**config.mk**
```make
export PLATFORM = sky130hd
export DESIGN_NAME = fir_mac_sequencer
export DESIGN_NICKNAME = d
export VERILOG_FILES = /design/src/rtl/fir_pkg.sv /design/src/rtl/fir_tap_counter.sv /design/src/rtl/fir_mac_sequencer.sv
export SDC_FILE = /design/constraint.sdc
export NUM_CORES = 1
export LEC_CHECK = 0
export ABC_AREA = 1
export CAP_MARGIN = 15
export CORE_UTILIZATION = 50
export DETAILED_ROUTE_END_ITERATION = 10
export PLACE_DENSITY = 0.78
export SYNTH_ARGS = -nofsm -noshare
export SYNTH_HDL_FRONTEND = slang
export SYNTH_SLANG_ARGS = --single-unit
```
**constraint.sdc**
```tcl
create_clock -name clk -period 2.3 [get_ports clk]
set_input_delay 0.23 -clock clk [delete_from_list [all_inputs] [get_ports clk]]
set_output_delay 0.23 -clock clk [all_outputs]
set_load 0.1 [all_outputs]
```
**src/rtl/fir_pkg.sv**
```systemverilog
`default_nettype none
// ============================================================================
// Module   : fir_pkg
// Brief    : State encoding, default parameters and helpers shared by the
//            FIR MAC sequencer and its tap counter.
// Revision : 1.0 - initial release
// ============================================================================
package fir_pkg;

    localparam int c_DEF_NTAPS  = 16;
    localparam int c_DEF_ADDR_W = 5;
    localparam int c_DEF_NCHAN  = 2;
    localparam int c_DEF_SETTLE = 1;

    typedef enum logic [2:0] {
        ST_IDLE  = 3'd0,
        ST_CLEAR = 3'd1,
        ST_MAC   = 3'd2,
        ST_DRAIN = 3'd3,
        ST_WRITE = 3'd4
    } state_t;

    function automatic int clog2(input int value);
        int r;
        r = 0;
        while ((1 << r) < value) begin
            r = r + 1;
        end
        return r;
    endfunction

endpackage
`default_nettype wire

```
**src/rtl/fir_tap_counter.sv**
```systemverilog
`default_nettype none
// ============================================================================
// Module   : fir_tap_counter
// Brief    : Tap index plus settle sub-counter with terminal-count flags and
//            look-ahead outputs so the parent can register its decodes.
// Revision : 1.0 - initial release
// ============================================================================
module fir_tap_counter
    import fir_pkg::*;
#(
    parameter int NTAPS  = c_DEF_NTAPS,
    parameter int ADDR_W = c_DEF_ADDR_W,
    parameter int SETTLE = c_DEF_SETTLE
) (
    input  logic              clk,
    input  logic              reset,
    input  logic              clr,
    input  logic              step,
    output logic [ADDR_W-1:0] tap_nxt,
    output logic              settle_tc,
    output logic              tap_tc,
    output logic              acc_nxt
);

    localparam int                c_SUB_W    = (clog2(SETTLE + 1) > 0) ? clog2(SETTLE + 1) : 1;
    localparam logic [c_SUB_W-1:0] c_SUB_LAST = c_SUB_W'(SETTLE);
    localparam logic [ADDR_W-1:0]  c_TAP_LAST = ADDR_W'(NTAPS - 1);

    logic [ADDR_W-1:0]  tap_q;
    logic [ADDR_W-1:0]  tap_d;
    logic [c_SUB_W-1:0] sub_q;
    logic [c_SUB_W-1:0] sub_d;

    assign settle_tc = (sub_q == c_SUB_LAST);
    assign tap_tc    = (tap_q == c_TAP_LAST);

    always_comb begin
        tap_d = tap_q;
        sub_d = sub_q;
        if (clr) begin
            tap_d = '0;
            sub_d = '0;
        end else if (step) begin
            if (settle_tc) begin
                sub_d = '0;
                // Wrapping to zero leaves the counter ready for the next channel.
                tap_d = tap_tc ? '0 : (tap_q + ADDR_W'(1));
            end else begin
                sub_d = sub_q + c_SUB_W'(1);
            end
        end
    end

    assign tap_nxt = tap_d;
    assign acc_nxt = (sub_d == c_SUB_LAST);

    always_ff @(posedge clk or posedge reset) begin
        if (reset) begin
            tap_q <= '0;
            sub_q <= '0;
        end else begin
            tap_q <= tap_d;
            sub_q <= sub_d;
        end
    end

endmodule
`default_nettype wire

```
**src/rtl/fir_mac_sequencer.sv**
```systemverilog
`default_nettype none
// ============================================================================
// Module   : fir_mac_sequencer
// Brief    : Multi-channel FIR control sequencer: clears the accumulator,
//            walks all taps with programmable settle, then writes each result.
// Revision : 1.0 - initial release
// ============================================================================
module fir_mac_sequencer
    import fir_pkg::*;
#(
    parameter  int NTAPS  = c_DEF_NTAPS,
    parameter  int ADDR_W = c_DEF_ADDR_W,
    parameter  int NCHAN  = c_DEF_NCHAN,
    parameter  int SETTLE = c_DEF_SETTLE,
    localparam int CH_W   = (NCHAN > 1) ? clog2(NCHAN) : 1
) (
    input  logic                   clk,
    input  logic                   reset,
    input  logic                   start,
    input  logic [ADDR_W-1:0]      ram_ptr,
    output logic                   busy,
    output logic                   done,
    output logic                   overrun,
    output logic                   acc_zero,
    output logic                   acc_en,
    output logic                   da_we,
    output logic [CH_W-1:0]        da_chan,
    output logic [ADDR_W-1:0]      rom_addr,
    output logic [CH_W+ADDR_W-1:0] ram_addr,
    output logic                   ram_we
);

    localparam logic [CH_W-1:0] c_CHAN_LAST = CH_W'(NCHAN - 1);

    state_t                   state_q, state_d;
    logic [ADDR_W-1:0]        ptr_q, ptr_d;
    logic [CH_W-1:0]          chan_q, chan_d;
    logic                     busy_q, busy_d;
    logic                     done_q, done_d;
    logic                     overrun_q, overrun_d;
    logic                     acc_zero_q, acc_zero_d;
    logic                     acc_en_q, acc_en_d;
    logic                     da_we_q, da_we_d;
    logic [CH_W-1:0]          da_chan_q, da_chan_d;
    logic [ADDR_W-1:0]        rom_addr_q, rom_addr_d;
    logic [CH_W+ADDR_W-1:0]   ram_addr_q, ram_addr_d;
    logic                     ram_we_q, ram_we_d;

    logic                     last_chan;
    logic                     start_ok;
    logic [ADDR_W-1:0]        tap_nxt;
    logic                     settle_tc;
    logic                     tap_tc;
    logic                     acc_nxt;

    fir_tap_counter #(
        .NTAPS  (NTAPS),
        .ADDR_W (ADDR_W),
        .SETTLE (SETTLE)
    ) u_tap_counter (
        .clk       (clk),
        .reset     (reset),
        .clr       (state_q == ST_CLEAR),
        .step      (state_q == ST_MAC),
        .tap_nxt   (tap_nxt),
        .settle_tc (settle_tc),
        .tap_tc    (tap_tc),
        .acc_nxt   (acc_nxt)
    );

    always_comb begin
        last_chan = (chan_q == c_CHAN_LAST);
        state_d   = state_q;
        ptr_d     = ptr_q;
        chan_d    = chan_q;
        overrun_d = overrun_q;
        done_d    = 1'b0;
        start_ok  = 1'b0;

        case (state_q)
            ST_IDLE:  start_ok = start;
            ST_CLEAR: state_d  = ST_MAC;
            ST_MAC: begin
                if (settle_tc && tap_tc) begin
                    state_d = ST_DRAIN;
                end
            end
            ST_DRAIN: state_d = ST_WRITE;
            ST_WRITE: begin
                if (!last_chan) begin
                    chan_d  = chan_q + CH_W'(1);
                    state_d = ST_CLEAR;
                end else begin
                    done_d   = 1'b1;
                    state_d  = ST_IDLE;
                    // A start coinciding with the final write chains straight into the next pass.
                    start_ok = start;
                end
            end
            default: state_d = ST_IDLE;
        endcase

        if (start_ok) begin
            state_d = ST_CLEAR;
            ptr_d   = ram_ptr;
            chan_d  = '0;
        end else if (start && (state_q != ST_IDLE)) begin
            overrun_d = 1'b1;
        end

        // Outputs are decoded from the next state so they line up with it once registered.
        busy_d     = (state_d != ST_IDLE);
        ram_we_d   = ~busy_d;
        acc_zero_d = (state_d == ST_CLEAR);
        acc_en_d   = (state_d == ST_MAC) && acc_nxt;
        da_we_d    = (state_d == ST_WRITE);
        da_chan_d  = da_we_d ? chan_d : da_chan_q;
        rom_addr_d = tap_nxt;
        ram_addr_d = {chan_d, ptr_d - tap_nxt};
    end

    always_ff @(posedge clk or posedge reset) begin
        if (reset) begin
            state_q    <= ST_IDLE;
            ptr_q      <= '0;
            chan_q     <= '0;
            busy_q     <= 1'b0;
            done_q     <= 1'b0;
            overrun_q  <= 1'b0;
            acc_zero_q <= 1'b0;
            acc_en_q   <= 1'b0;
            da_we_q    <= 1'b0;
            da_chan_q  <= '0;
            rom_addr_q <= '0;
            ram_addr_q <= '0;
            ram_we_q   <= 1'b1;
        end else begin
            state_q    <= state_d;
            ptr_q      <= ptr_d;
            chan_q     <= chan_d;
            busy_q     <= busy_d;
            done_q     <= done_d;
            overrun_q  <= overrun_d;
            acc_zero_q <= acc_zero_d;
            acc_en_q   <= acc_en_d;
            da_we_q    <= da_we_d;
            da_chan_q  <= da_chan_d;
            rom_addr_q <= rom_addr_d;
            ram_addr_q <= ram_addr_d;
            ram_we_q   <= ram_we_d;
        end
    end

    assign busy     = busy_q;
    assign done     = done_q;
    assign overrun  = overrun_q;
    assign acc_zero = acc_zero_q;
    assign acc_en   = acc_en_q;
    assign da_we    = da_we_q;
    assign da_chan  = da_chan_q;
    assign rom_addr = rom_addr_q;
    assign ram_addr = ram_addr_q;
    assign ram_we   = ram_we_q;

endmodule
`default_nettype wire

```
# Yosys cells after proc, flatten, opt, wreduce, memory -nomap -nowiden
# Cells that the tools add are included.
# classes
add_sub_neg	4
n_eq_ne	8
n_mux	19
bitwise	2
reduce_logical	7
# ops
cell	n
2-to-1 mux 5 bit	5
one-hot mux 3 bit (5 select lines)	1
2-to-1 mux 1 bit	10
== test 3 x 2 -> 1 bit, second input constant	3
== test 3 x 1 -> 1 bit, second input constant	2
== test 3 bit, second input constant	2
2-to-1 mux 3 bit	2
nonzero test 3 bit	2
adder 5 x 1 -> 5 bit, second input constant	1
== test 5 x 4 -> 1 bit, second input constant	1
subtractor 5 bit	1
logical AND 1 bit	3
logical NOT 3 bit	1
adder 1 bit, second input constant	2
NOT 1 bit	2
one-hot mux 1 bit (2 select lines)	1
AND reduction 2 bit	1
# word_totals
ff_bits	29
inputBits	8
output_inout_bits	19
wordCells	54

# Logic depth before layout (Yosys ltp)
# depth
ltp_word	7
ltp_mapped	17
ltp_nobuf	17

# By module
# From an unflattened synthesis, not the netlist that was laid out.
# unflattened
hier_cells	150
hier_area_um2	1452.6
# by_module_without_submodules
mod	n_inst	cells_per_inst	area_per_inst_um2	seq_area_each_um2
fir_mac_sequencer	1	107	1124.8	676.9
fir_tap_counter	1	43	327.8	150.1

# Least setup slack after synthesis
# OpenSTA, ideal clock, no wires.
# synth_path
kind	register to register
startpoint	register u_tap_counter.tap_q[0]
endpoint	register ram_addr_q[4], in the netlist ram_addr[4]
setup_ns	0.113
arrival_ns	2.852
required_time_ns	2.187
path_slack_ns	-0.665
path_stages_with_launch	15
n_path_buf	0
synth_period_minus_slack_ns	2.965
cell_sequence	dfrtp_1 -> ha_1 -> nand4_1 -> a21oi_1 -> a211oi_1 -> ha_1 -> fa_1 -> inv_1 -> nand2_1 -> nand3_1 -> nand3_1 -> nand2_1 -> nand2_1 -> nand2_1 -> inv_1
# synth_via
elab_chain_cells	6
word_cells_on_any_way	7
classes_between	add/sub (2); eq/ne (1); mux (4)
# synth_lines
item	line_no	rtl
from (decl)	fir_tap_counter.sv:29	logic [ADDR_W-1:0] tap_q;
from (signal assigned)	fir_tap_counter.sv:62	tap_q <= tap_d;
adder 5 x 1 -> 5 bit / == test 5 x 4 -> 1 bit (equally long branches)	fir_tap_counter.sv:47, fir_tap_counter.sv:35	
2-to-1 mux 5 bit	fir_tap_counter.sv:47	tap_d = tap_tc ? '0 : (tap_q + ADDR_W'(1));
2-to-1 mux 5 bit	fir_tap_counter.sv:44	if (settle_tc) begin
2-to-1 mux 5 bit *	fir_tap_counter.sv:43	end else if (step) begin
2-to-1 mux 5 bit *	fir_tap_counter.sv:40	if (clr) begin
named net rom_addr_d[0]	fir_mac_sequencer.sv:45	logic [ADDR_W-1:0] rom_addr_q, rom_addr_d;
subtractor 5 bit *	fir_mac_sequencer.sv:119	ram_addr_d = {chan_d, ptr_d - tap_nxt};
named net ram_addr_d[4]	fir_mac_sequencer.sv:46	logic [CH_W+ADDR_W-1:0] ram_addr_q, ram_addr_d;
to (signal assigned)	fir_mac_sequencer.sv:149	ram_addr_q <= ram_addr_d;
to (decl)	fir_mac_sequencer.sv:46	
# Mark *: on every way through the listed nets, which the timed path passes. The rest lies on a longest branch.
# A chain may end at the register's enable or synchronous reset.

# Worst setup path in the final report
# layout_path
startpoint	register state_q[0]
endpoint	register ram_addr_q[4], in the netlist ram_addr[4]
# layout_via
elab_chain_cells	4
word_cells_on_any_way	9
classes_between	add/sub (1); eq/ne (3); mux (4); reduce/logical (1)
# layout_lines
item	line_no	rtl
from (decl)	fir_mac_sequencer.sv:35	state_t state_q, state_d;
from (signal assigned)	fir_mac_sequencer.sv:138	state_q <= state_d;
== test 3 bit, or another cell as far along	fir_mac_sequencer.sv:80	case (state_q)
one-hot mux 1 bit (2 select lines) / 2-to-1 mux 5 bit (equally long branches)	fir_mac_sequencer.sv:80, fir_tap_counter.sv:43	
2-to-1 mux 5 bit (on tied branches)	fir_mac_sequencer.sv:103, fir_tap_counter.sv:40	
subtractor 5 bit *	fir_mac_sequencer.sv:119	
named net ram_addr_d[4]	fir_mac_sequencer.sv:46	
# Marks and branches as above.

==> PnR_summary.wiki <==
{| class="wikitable"
! Metric !! Value
|-
| Number of placed instances with taps included || 217
|-
| Lkg Pwr || 1.04 nW
|-
| Path type of the worst min-delay path || input pin to asynchronous set/reset pin
|-
| Total congestion overflow || 0
|-
| Post-Synthesis Net Count || 161
|-
| Final routed wire length divided by cell count || 13.5 um
|-
| Nets || 215
|-
| Met2 track utilization from global routing || 41.1%
|-
| Cell count after synthesis || 147
|-
| Met3 routing resource usage after global routing || 5.00%
|-
| Initial standard-cell utilization of the core || 54.1%
|-
| Netlist Area Pre-Place || 1380 um^2
|-
| Shortest period the worst path allows || 2.20 ns
|-
| Number of synthesis warnings || 0
|-
| Largest fanout of any net on the critical path || 5
|-
| Status || finished, final reports clean
|-
| Worst setup path category || flop to flop
|-
| First-pass DRT Iterations || 4
|-
| Quantity of I/O buffers inserted on ports || 26
|-
| Worst skew pair latency || 0.33 ns
|-
| Row cnt || 18
|-
| Clock Root Buffer || sky130_fd_sc_hd__clkbuf_4
|-
| Register-to-Register Setup Slack || 0.10 ns
|-
| Post-detailed-placement half-perimeter wirelength || 2200 um
|-
| Routed via count divided by cell count || 5.03
|-
| Proportion of synthesized chip area in sequential cells || 51.0%
|-
| Clock buffers created by TritonCTS || 3
|-
| Height of the chip || 54.5 um
|-
| Worst setup EP type || flop
|-
| Initial antenna violation count || 0
|-
| Startpoint of the lowest-slack register-to-register path || state_q[0]
|-
| Max Cap Violations || 0
|-
| Vias after detailed routing || 1,156
|-
| Crit path arrival time || 2.44 ns
|-
| Count of distinct cell types in the synthesized netlist || 33
|-
| Routing layer with the top usage in global route || met2
|-
| Wire length of the first global-routing pass || 4800 um
|-
| Maximum count of clock buffers along a single path || 2
|-
| Final weighted congestion in routability-driven placement || 0.840
|-
| Core Box Area || 2540 um^2
|-
| Critical path capture point || ram_addr[4]
|-
| Mean area per synthesized cell || 9.37 um^2
|-
| Worst-case vdd ir drop || 362 uV
|-
| WL final || 3110 um
|-
| Register clock-pin slew on the reported worst setup and hold paths || 0.15 ns
|-
| Setup violation total in the final timing report || 0
|-
| Fraction of layout instances using a drive strength above 1 || 48.0%
|-
| Required time of the critical path || 2.55 ns
|-
| Area Overhead vs Synth || 41.6%
|-
| Final worst-path cycle share || 95.5%
|-
| Die area || 2970 um^2
|-
| CTS tree || built
|-
| Post-route DRC violation count || 0
|-
| Pin count of the biggest net entering global routing || 16
|-
| Top-level I/O count || 27
|-
| Worst reg2reg path depth || 16
|-
| TritonCTS sink count || 28
|-
| Worst-margin pin slew || 0.323 ns
|-
| Flip-flop and latch count after synthesis || 28
|-
| Ant diodes || 0
|-
| Filler cells || 167
|-
| Critical register-to-register path endpoint || ram_addr[4]
|-
| Routing usage on met1 || 28.0%
|-
| Sequential Area || 714 um^2
|-
| Headroom to the max-slew limit || 78.4%
|-
| Worst Setup Start Kind || flop
|-
| Number of non-filler instances in the completed layout || 230
|-
| ANT nets after route || 0
|-
| Post-Route Skew || 0.00639 ns
|-
| Launch point of the critical path || state_q[0]
|-
| Total routing usage reported by global routing || 23.2%
|-
| Multi-input gate area in the final layout || 636 um^2
|-
| Starting DRC count in detailed routing || 8
|-
| Worst Hold Margin || 0.203 ns
|-
| Power Density || 391 nW/um^2
|-
| Highest attainable clock frequency || 455 MHz
|-
| Final Slew Violations || 0
|-
| Hold Fails Final Rpt || 0
|-
| Number of global-route vias before repair || 1,125
|-
| Die boundary width || 54.5 um
|-
| Number of H-tree levels || 1
|}
layout make-up:
cell class / instances / area share [%]
flip-flops and latches: 28 / 36.6
clock buffers: 4 / 1.86
multi-input cells: 85 / 32.6
repair buffers: 51 / 20.7
well taps: 30 / 1.92
inverters: 32 / 6.29
cells in the mapped netlist (all sizes together):
cell,number,share of area [%]
fa,1,1.5
ha,5,4.5
o22ai,1,0.91
or2,1,0.45
a21oi,5,2.1
a21o,1,0.55
nand2,33,9.7
dfstp,1,1.9
a31oi,1,0.45
o21bai,1,0.55
dfrtp,27,49
xor2,2,1.3
nor2,8,3.3
nand3b,1,0.55
nand4,4,1.8
a211oi,1,0.55
mux2,1,1.1
buf,2,1.4
nor3,3,1.5
o21ai,6,2.7
nand3,9,4.9
xnor2,1,0.64
inv,32,8.7
sequential cells by signal (all words and copies together), names as in the netlist:
signal,flops
acc_zero,1
ptr_q,5
da_we,1
state_q,3
done,1
chan_q,1
u_tap_counter.settle_tc,1
da_chan,1
busy,1
u_tap_counter.tap_q,5
ram_addr,5
overrun,1
acc_en,1
ram_we,1
worst max-delay path, stage by stage, from the launching register on:
cell and delay (ns):
sky130_fd_sc_hd__dfrtp_1 0.43, sky130_fd_sc_hd__buf_6 0.13, sky130_fd_sc_hd__nor2_4 0.15, sky130_fd_sc_hd__nand3_4 0.11
sky130_fd_sc_hd__inv_2 0.07, sky130_fd_sc_hd__or2_4 0.12, sky130_fd_sc_hd__o21ai_4 0.06, sky130_fd_sc_hd__ha_4 0.16
sky130_fd_sc_hd__fa_2 0.38, sky130_fd_sc_hd__inv_2 0.09, sky130_fd_sc_hd__nand2_2 0.05, sky130_fd_sc_hd__nand3_2 0.06
sky130_fd_sc_hd__nand3_2 0.07, sky130_fd_sc_hd__nand2_1 0.07, sky130_fd_sc_hd__nand2_1 0.05, sky130_fd_sc_hd__nand2_1 0.06
sky130_fd_sc_hd__inv_1 0.04
power breakdown:
part           total [W]              switching, W  internal, W
registers       0.000492  0.0000000000000000000417     0.000492
logic          0.0000268                 0.0000138    0.0000130
clock network   0.000243                  0.000146    0.0000969
total           0.000762                  0.000160     0.000602
layer usage:
layer	up-vias	part of all wire (%)
met5	-	0
met4	0	0.48
met3	2	4.1
met2	32	54
met1	557	41
li1	565	-
cells in the final DEF, fill, tap and decap left out, types with 2 or more instances in the layout:
master,n
sky130_fd_sc_hd__dfrtp_1,21
sky130_fd_sc_hd__nor2_2,3
sky130_fd_sc_hd__nand3_2,3
sky130_fd_sc_hd__buf_4,43
sky130_fd_sc_hd__nand3_4,2
sky130_fd_sc_hd__a21oi_2,3
sky130_fd_sc_hd__nand2_2,7
sky130_fd_sc_hd__o21ai_2,2
sky130_fd_sc_hd__ha_4,3
sky130_fd_sc_hd__inv_1,23
sky130_fd_sc_hd__dfrtp_2,4
sky130_fd_sc_hd__ha_1,2
sky130_fd_sc_hd__nor2_4,2
sky130_fd_sc_hd__nand3_1,4
sky130_fd_sc_hd__a21oi_1,2
sky130_fd_sc_hd__nand2_1,26
sky130_fd_sc_hd__clkdlybuf4s50_1,7
sky130_fd_sc_hd__clkbuf_4,3
sky130_fd_sc_hd__o21ai_0,2
sky130_fd_sc_hd__xor2_1,2
sky130_fd_sc_hd__inv_2,8
sky130_fd_sc_hd__nand4_1,4
sky130_fd_sc_hd__nor2_1,3
sky130_fd_sc_hd__dfrtp_4,2
sky130_fd_sc_hd__nor3_1,2
stage by stage:
stage	util (%)	total power (W)	instance area [um^2]	TNS (ns)	setup slack [ns]
6_report	76.6	0.000762	1950	0	0.103
5_1_grt	76.6	0.000793	1950	-0.0380	-0.0375
4_1_cts	70.9	0.000771	1810	0	0.00422
3_5_place_dp	69.1	0.000528	1760	-0.0700	-0.0700
3_3_place_gp	69.1	0.000527	1760	0	0.0567
2_1_floorplan	-	0.000510	1410	0	0.0167
how the worst min path moves through the flow:
stage,start,endpoint,slack [ns]
finish,reset,overrun,0.20
global route,reset,ptr_q[3],0.22
CTS,reset,ptr_q[3],0.20
detailed placement,overrun,overrun,0.45
global placement,overrun,overrun,0.45
floorplan,reset,acc_en,0.29
cells by family after synthesis:
group	Yosys count	synth area share (%)
simple gates	59	22.2
flops	28	51.0
mux	1	1.09
fa+ha+maj	6	5.99
compound gates	16	7.81
xor+xnor	3	1.91
buf+inv	34	10.1
what timing repair did:
item,CTS,global route
setup endpoints to repair,1,2
gates resized for setup,2,22
pin swaps,1,13
hold buffers,0,0
setup buffers,0,10
Note: power is estimated with default switching activity, not from simulation.
